`src/rtl/intr_pkg.sv`:
```
// Shared types and constants for the interrupt sequencer: FSM state encoding,
// datapath widths and the instruction-memory vector location.
package intr_pkg;

    localparam int DATA_W = 8;
    localparam int FLAG_W = 4;

    // Instruction-memory word that holds the ISR start address.
    localparam logic [DATA_W-1:0] VECTOR_ADDR = 8'h01;

    typedef enum logic [2:0] {
        S_IDLE       = 3'd0,
        S_DRAIN      = 3'd1,
        S_PUSH_PC    = 3'd2,
        S_PUSH_FLAGS = 3'd3,
        S_ACK        = 3'd4,
        S_ACTIVE     = 3'd5
    } intr_state_t;

endpackage

```
`src/rtl/intr_sync.sv`:
```
// Two-flop synchroniser for the external interrupt pin plus a history flop,
// giving a one-cycle pulse on each synchronised rising edge.
module intr_sync (
    input  logic clk,
    input  logic reset,
    input  logic async_in,
    output logic req_pulse
);

    logic s1;
    logic s2;
    logic s3;

    always_ff @(posedge clk or negedge reset) begin
        if (!reset) begin
            s1 <= 1'b0;
            s2 <= 1'b0;
            s3 <= 1'b0;
        end else begin
            s1 <= async_in;
            s2 <= s1;
            s3 <= s2;
        end
    end

    assign req_pulse = s2 & ~s3;

endmodule

```
`src/rtl/intr_controller.sv`:
```
// Interrupt entry sequencer: freezes fetch, drains the pipe, pushes return PC and
// flags, pulses intr_ack with the vector address selected, then holds until RTI.
module intr_controller
    import intr_pkg::*;
#(
    parameter int FLAG_W = intr_pkg::FLAG_W
) (
    input  logic              clk,
    input  logic              reset,
    input  logic              intr_in,
    input  logic [DATA_W-1:0] pc,
    input  logic [FLAG_W-1:0] flags,
    input  logic              branch_pending,
    input  logic              pipe_empty,
    input  logic              rti_retire,
    input  logic              push_ready,
    output logic              f_stall_req,
    output logic              imem_addr_sel,
    output logic              intr_ack,
    output logic              intr_active,
    output logic              push_valid,
    output logic [DATA_W-1:0] push_data,
    output intr_state_t       state_dbg
);

    // Push handshake: a stack word transfers on the rising edge where push_valid
    // and push_ready are both 1; while push_ready is 0 the request and data hold.

    intr_state_t       state;
    intr_state_t       state_nxt;
    logic              req_pulse;
    logic              pending;
    logic [DATA_W-1:0] ret_pc;
    logic [FLAG_W-1:0] ret_flags;

    intr_sync u_sync (
        .clk       (clk),
        .reset     (reset),
        .async_in  (intr_in),
        .req_pulse (req_pulse)
    );

    always_comb begin
        state_nxt = state;
        unique case (state)
            S_IDLE:       if (req_pulse || pending) state_nxt = S_DRAIN;
            S_DRAIN:      if (!branch_pending && pipe_empty) state_nxt = S_PUSH_PC;
            S_PUSH_PC:    if (push_ready) state_nxt = S_PUSH_FLAGS;
            S_PUSH_FLAGS: if (push_ready) state_nxt = S_ACK;
            S_ACK:        state_nxt = S_ACTIVE;
            S_ACTIVE:     if (rti_retire) state_nxt = (pending || req_pulse) ? S_DRAIN : S_IDLE;
            default:      state_nxt = S_IDLE;
        endcase
    end

    // Outputs are decoded from the next state so they are registered yet line up
    // with the state they belong to.
    always_ff @(posedge clk or negedge reset) begin
        if (!reset) begin
            state         <= S_IDLE;
            pending       <= 1'b0;
            ret_pc        <= '0;
            ret_flags     <= '0;
            f_stall_req   <= 1'b0;
            imem_addr_sel <= 1'b0;
            intr_ack      <= 1'b0;
            intr_active   <= 1'b0;
            push_valid    <= 1'b0;
            push_data     <= '0;
        end else begin
            state <= state_nxt;

            if (state_nxt == S_DRAIN && state != S_DRAIN) begin
                pending <= 1'b0;
            end else if (req_pulse && state != S_IDLE) begin
                pending <= 1'b1;
            end

            if (state == S_DRAIN && state_nxt == S_PUSH_PC) begin
                ret_pc    <= pc;
                ret_flags <= flags;
            end

            f_stall_req   <= (state_nxt inside {S_DRAIN, S_PUSH_PC, S_PUSH_FLAGS});
            push_valid    <= (state_nxt inside {S_PUSH_PC, S_PUSH_FLAGS});
            imem_addr_sel <= (state_nxt == S_ACK);
            intr_ack      <= (state_nxt == S_ACK);
            intr_active   <= (state_nxt == S_ACTIVE);

            // On DRAIN exit ret_pc is being loaded this same edge, so forward pc.
            case (state_nxt)
                S_PUSH_PC:    push_data <= (state == S_DRAIN) ? pc : ret_pc;
                S_PUSH_FLAGS: push_data <= {{(DATA_W-FLAG_W){1'b0}}, ret_flags};
                default:      push_data <= '0;
            endcase
        end
    end

    assign state_dbg = state;

endmodule

```
`config.mk`:
```
export PLATFORM = sky130hd
export DESIGN_NAME = intr_controller
export DESIGN_NICKNAME = d
export VERILOG_FILES = /design/src/rtl/intr_pkg.sv /design/src/rtl/intr_sync.sv /design/src/rtl/intr_controller.sv
export SDC_FILE = /design/constraint.sdc
export NUM_CORES = 1
export LEC_CHECK = 0
export ABC_CLOCK_PERIOD_IN_PS = 4000
export BUFFER_PORTS_ARGS = -buffer_cell sky130_fd_sc_hd__buf_2
export CAP_MARGIN = 20
export CORE_ASPECT_RATIO = 0.7
export CORE_UTILIZATION = 47
export CTS_CLUSTER_SIZE = 24
export DETAILED_ROUTE_END_ITERATION = 16
export GPL_ROUTABILITY_DRIVEN = 0
export PLACE_DENSITY = 0.73
export SLEW_MARGIN = 5
export SYNTH_ARGS = -nofsm -noshare
export SYNTH_HDL_FRONTEND = slang
export SYNTH_HIERARCHICAL = 1
export SYNTH_SLANG_ARGS = --single-unit
```
`constraint.sdc`:
```
create_clock -name clk -period 4 [get_ports clk]
set_clock_uncertainty 0.1 [all_clocks]
set_input_delay 0.6 -clock clk [delete_from_list [all_inputs] [get_ports clk]]
set_output_delay 0.6 -clock clk [all_outputs]
set_load 0.05 [all_outputs]
```
==> impl_metrics.tcl <==
set metrics [dict create \
    clock_path_buffers 2 \
    route.met3.wl_um 152 \
    grt_start_max_net_pins 32 \
    synthCells 128 \
    die_height_um 45.0 \
    path_class "flop to output pin" \
    worstPathMaxFanout 13 \
    vias 956 \
    cp.required_ps 3300 \
    drt-wirelength-per-cell_um 11.8 \
    die_w_um 63.4 \
    clkLatencyLatePin_ps 270 \
    synth_largest_type_area_fraction_pct 62.5 \
    port_buffers 34 \
    mostFrequentLayoutCell "nand2_1" \
    syn_nets 147 \
    drtAntennaViolNets 0 \
    cell_class_contributing_the_biggest_share_of_worst_path_delay "flip-flops" \
    root_buffer "clkbuf_8" \
    cts-buffers-inserted 5 \
    dpl.cell_count 190 \
    final_period_minus_worst_setup_slack_ps 1870 \
    synth_warnings 6 \
    globalRouteOverflowTotal 0 \
    crit_path_cell_trace "buf_2" \
    synth.avg_cell_area_sq_um 9.70 \
    tightestPinTransition_ps 663 \
    grt_pass1_wl_um 3810 \
    max_transition_viols_final 0 \
    drt_drc_violations_left 0 \
    clock_sink_count 31 \
    peakVddDrop_v 0.000382 \
    timing.hold.worst.class "input pin to asynchronous set/reset pin" \
    fp-row-count 15 \
    clk_pin_slew_worst_paths_ps 60 \
    cts_max_level 2 \
    rsz0062_at_grt "no" \
    maxCapViolCount 0 \
    detailedPlacementHpwl_um 1620 \
    holdBufCountCts 0 \
    timing_hold_violations_final 0 \
    crit_arrival_ps 1170 \
    post_synthesis_cell_area_sq_um 1240 \
    final.period_utilization_pct 46.8 \
    area_growth_syn_to_layout_pct 22.1 \
    grt_pass1_vias 848 \
    design.die.area_sq_um 2850 \
    diodes 0 \
    worst_setup_path_end_kind "output pin" \
    met2_wirelength_um 1090 \
    place_area_sq_um 1410 \
    ios 35 \
    layout-drive-gt1-share_pct 26.4 \
    synth_seq_area_share_pct 62.5 \
    cts.repair_timing.setup_buffer_count 0 \
    drt-vias-per-instance 4.85 \
    synth_largest_area_cell "dfrtp_1" \
    grt.total_usage_pct 18.7 \
    leakage_uw 0.000846 \
    wl_um 2320 \
    topRoutingLayerUsed "met4" \
    synth.lib_cells_used.distinct 25 \
    cpMaxStageDelayCell "dfrtp_1" \
    antenna_found_initial 0 \
    synth_seq_cells 31 \
    tritoncts "done" \
    crit_path_max_incr_delay_ps 560 \
    relSlewSlack_pct 55.8 \
    totalNegativeSetupSlack_ps 0 \
    worstSetupStartpointType "flop" \
    floorplan.core_area_sq_um 2480 \
    power_density_nw_per_um2 811 \
    nNetsFinal 182 \
    starting_density_pct 50.1 \
    fin_area_sq_um 1520 \
    detail_route.wirelength.met1_um 1070 \
    most_frequent_cells_in_the_layout "54 x nand2_1, 34 x buf_2, 31 x dfrtp_1" \
    setup_viol 0 \
    layoutNonFillerInstCount 197 \
    synthTopCellsByArea "dfrtp_1 63%, nand2_1 16%, nor2_1 2.1%, nand3_1 2.0%, nor2b_1 1.5%" \
    fmax_mhz 534 \
    timing.critical_path.buf_inv 1 \
    cts_repair_resize_count 0 \
    post-layout-total-power_uw 1230 \
    detailedRoute.firstIterationViolations 49 \
    drt_pass1_iterations 4 \
    outcome "finished clean" \
]
==> stage by stage <==
stage | util [%] | setup WS, ps | hold WS [ps]
floorplan | - | 2350 | 204
global placement | 57.0 | 2230 | 236
detailed placement | 57.0 | 2200 | 248
CTS | 61.2 | 2120 | 261
global route | 61.2 | 2070 | 266
finish | 61.2 | 2130 | 251
==> kinds of logic after synthesis <==
logic type,Yosys count,synth area share (%)
AO/OA/AOI/OAI,10,5.44
flip-flops,31,62.5
XOR/XNOR,1,0.706
AND/OR/NAND/NOR,79,27.7
buffers and inverters,7,3.63
==> path summary, 6_finish.rpt <==
kind,start,end,cells past startpoint,slack (ps)
setup / recovery,state_dbg[0],state_dbg[0],1,2130
hold / removal,reset,state_dbg[2],1,250
setup reg to reg,state_dbg[2],pending,4,2410
hold reg to reg,u_sync/s1,u_sync/s2,0,250
max in group asynchronous,reset,push_data[2],1,3110
min in group clk,u_sync/s1,u_sync/s2,0,250
==> synthesized netlist by cell type <==
master and count:
o21bai_1 1, a21oi_2 1, nor3_1 3, buf_6 1, nor2_1 7, or2_1 1
nand2b_1 1, buf_4 2, buf_2 3, nor2b_4 1, nand2_1 54, inv_1 1
o21ai_0 1, dfrtp_1 31, a22oi_1 1, o22ai_1 1, xnor2_1 1, or2b_1 1
a21oi_1 3, a211o_1 2, nor2b_1 3, nor3_2 1, and3_1 1, and2_1 1
nand3_1 5
==> flip-flops by register name, indices dropped and copies added (netlist names), 3 cells and up <==
| name | count |
|---|---|
| push_data | 8 |
| ret_flags | 4 |
| ret_pc | 8 |
| state_dbg | 3 |
==> area by class of cell <==
type	count	area [sq um]
Clock buffer	6	72.6
Clock inverter	1	30.0
Fill cell	233	962
Inverter	1	3.75
Multi-Input combinational cell	90	420
Sequential cell	31	776
Tap cell	34	42.5
Timing Repair Buffer	34	170
==> power breakdown <==
part,switching (uW),total (uW),internal (uW)
clock network,106,288,182
registers,77.1,499,422
logic,315,442,127
==> per-layer routing <==
metal	vias up	global-route usage, %
li1	474	-
met1	447	22.8
met2	33	29.8
met3	2	8.08
met4	0	7.73
met5	-	0
Power figures use the tool's default switching activity.
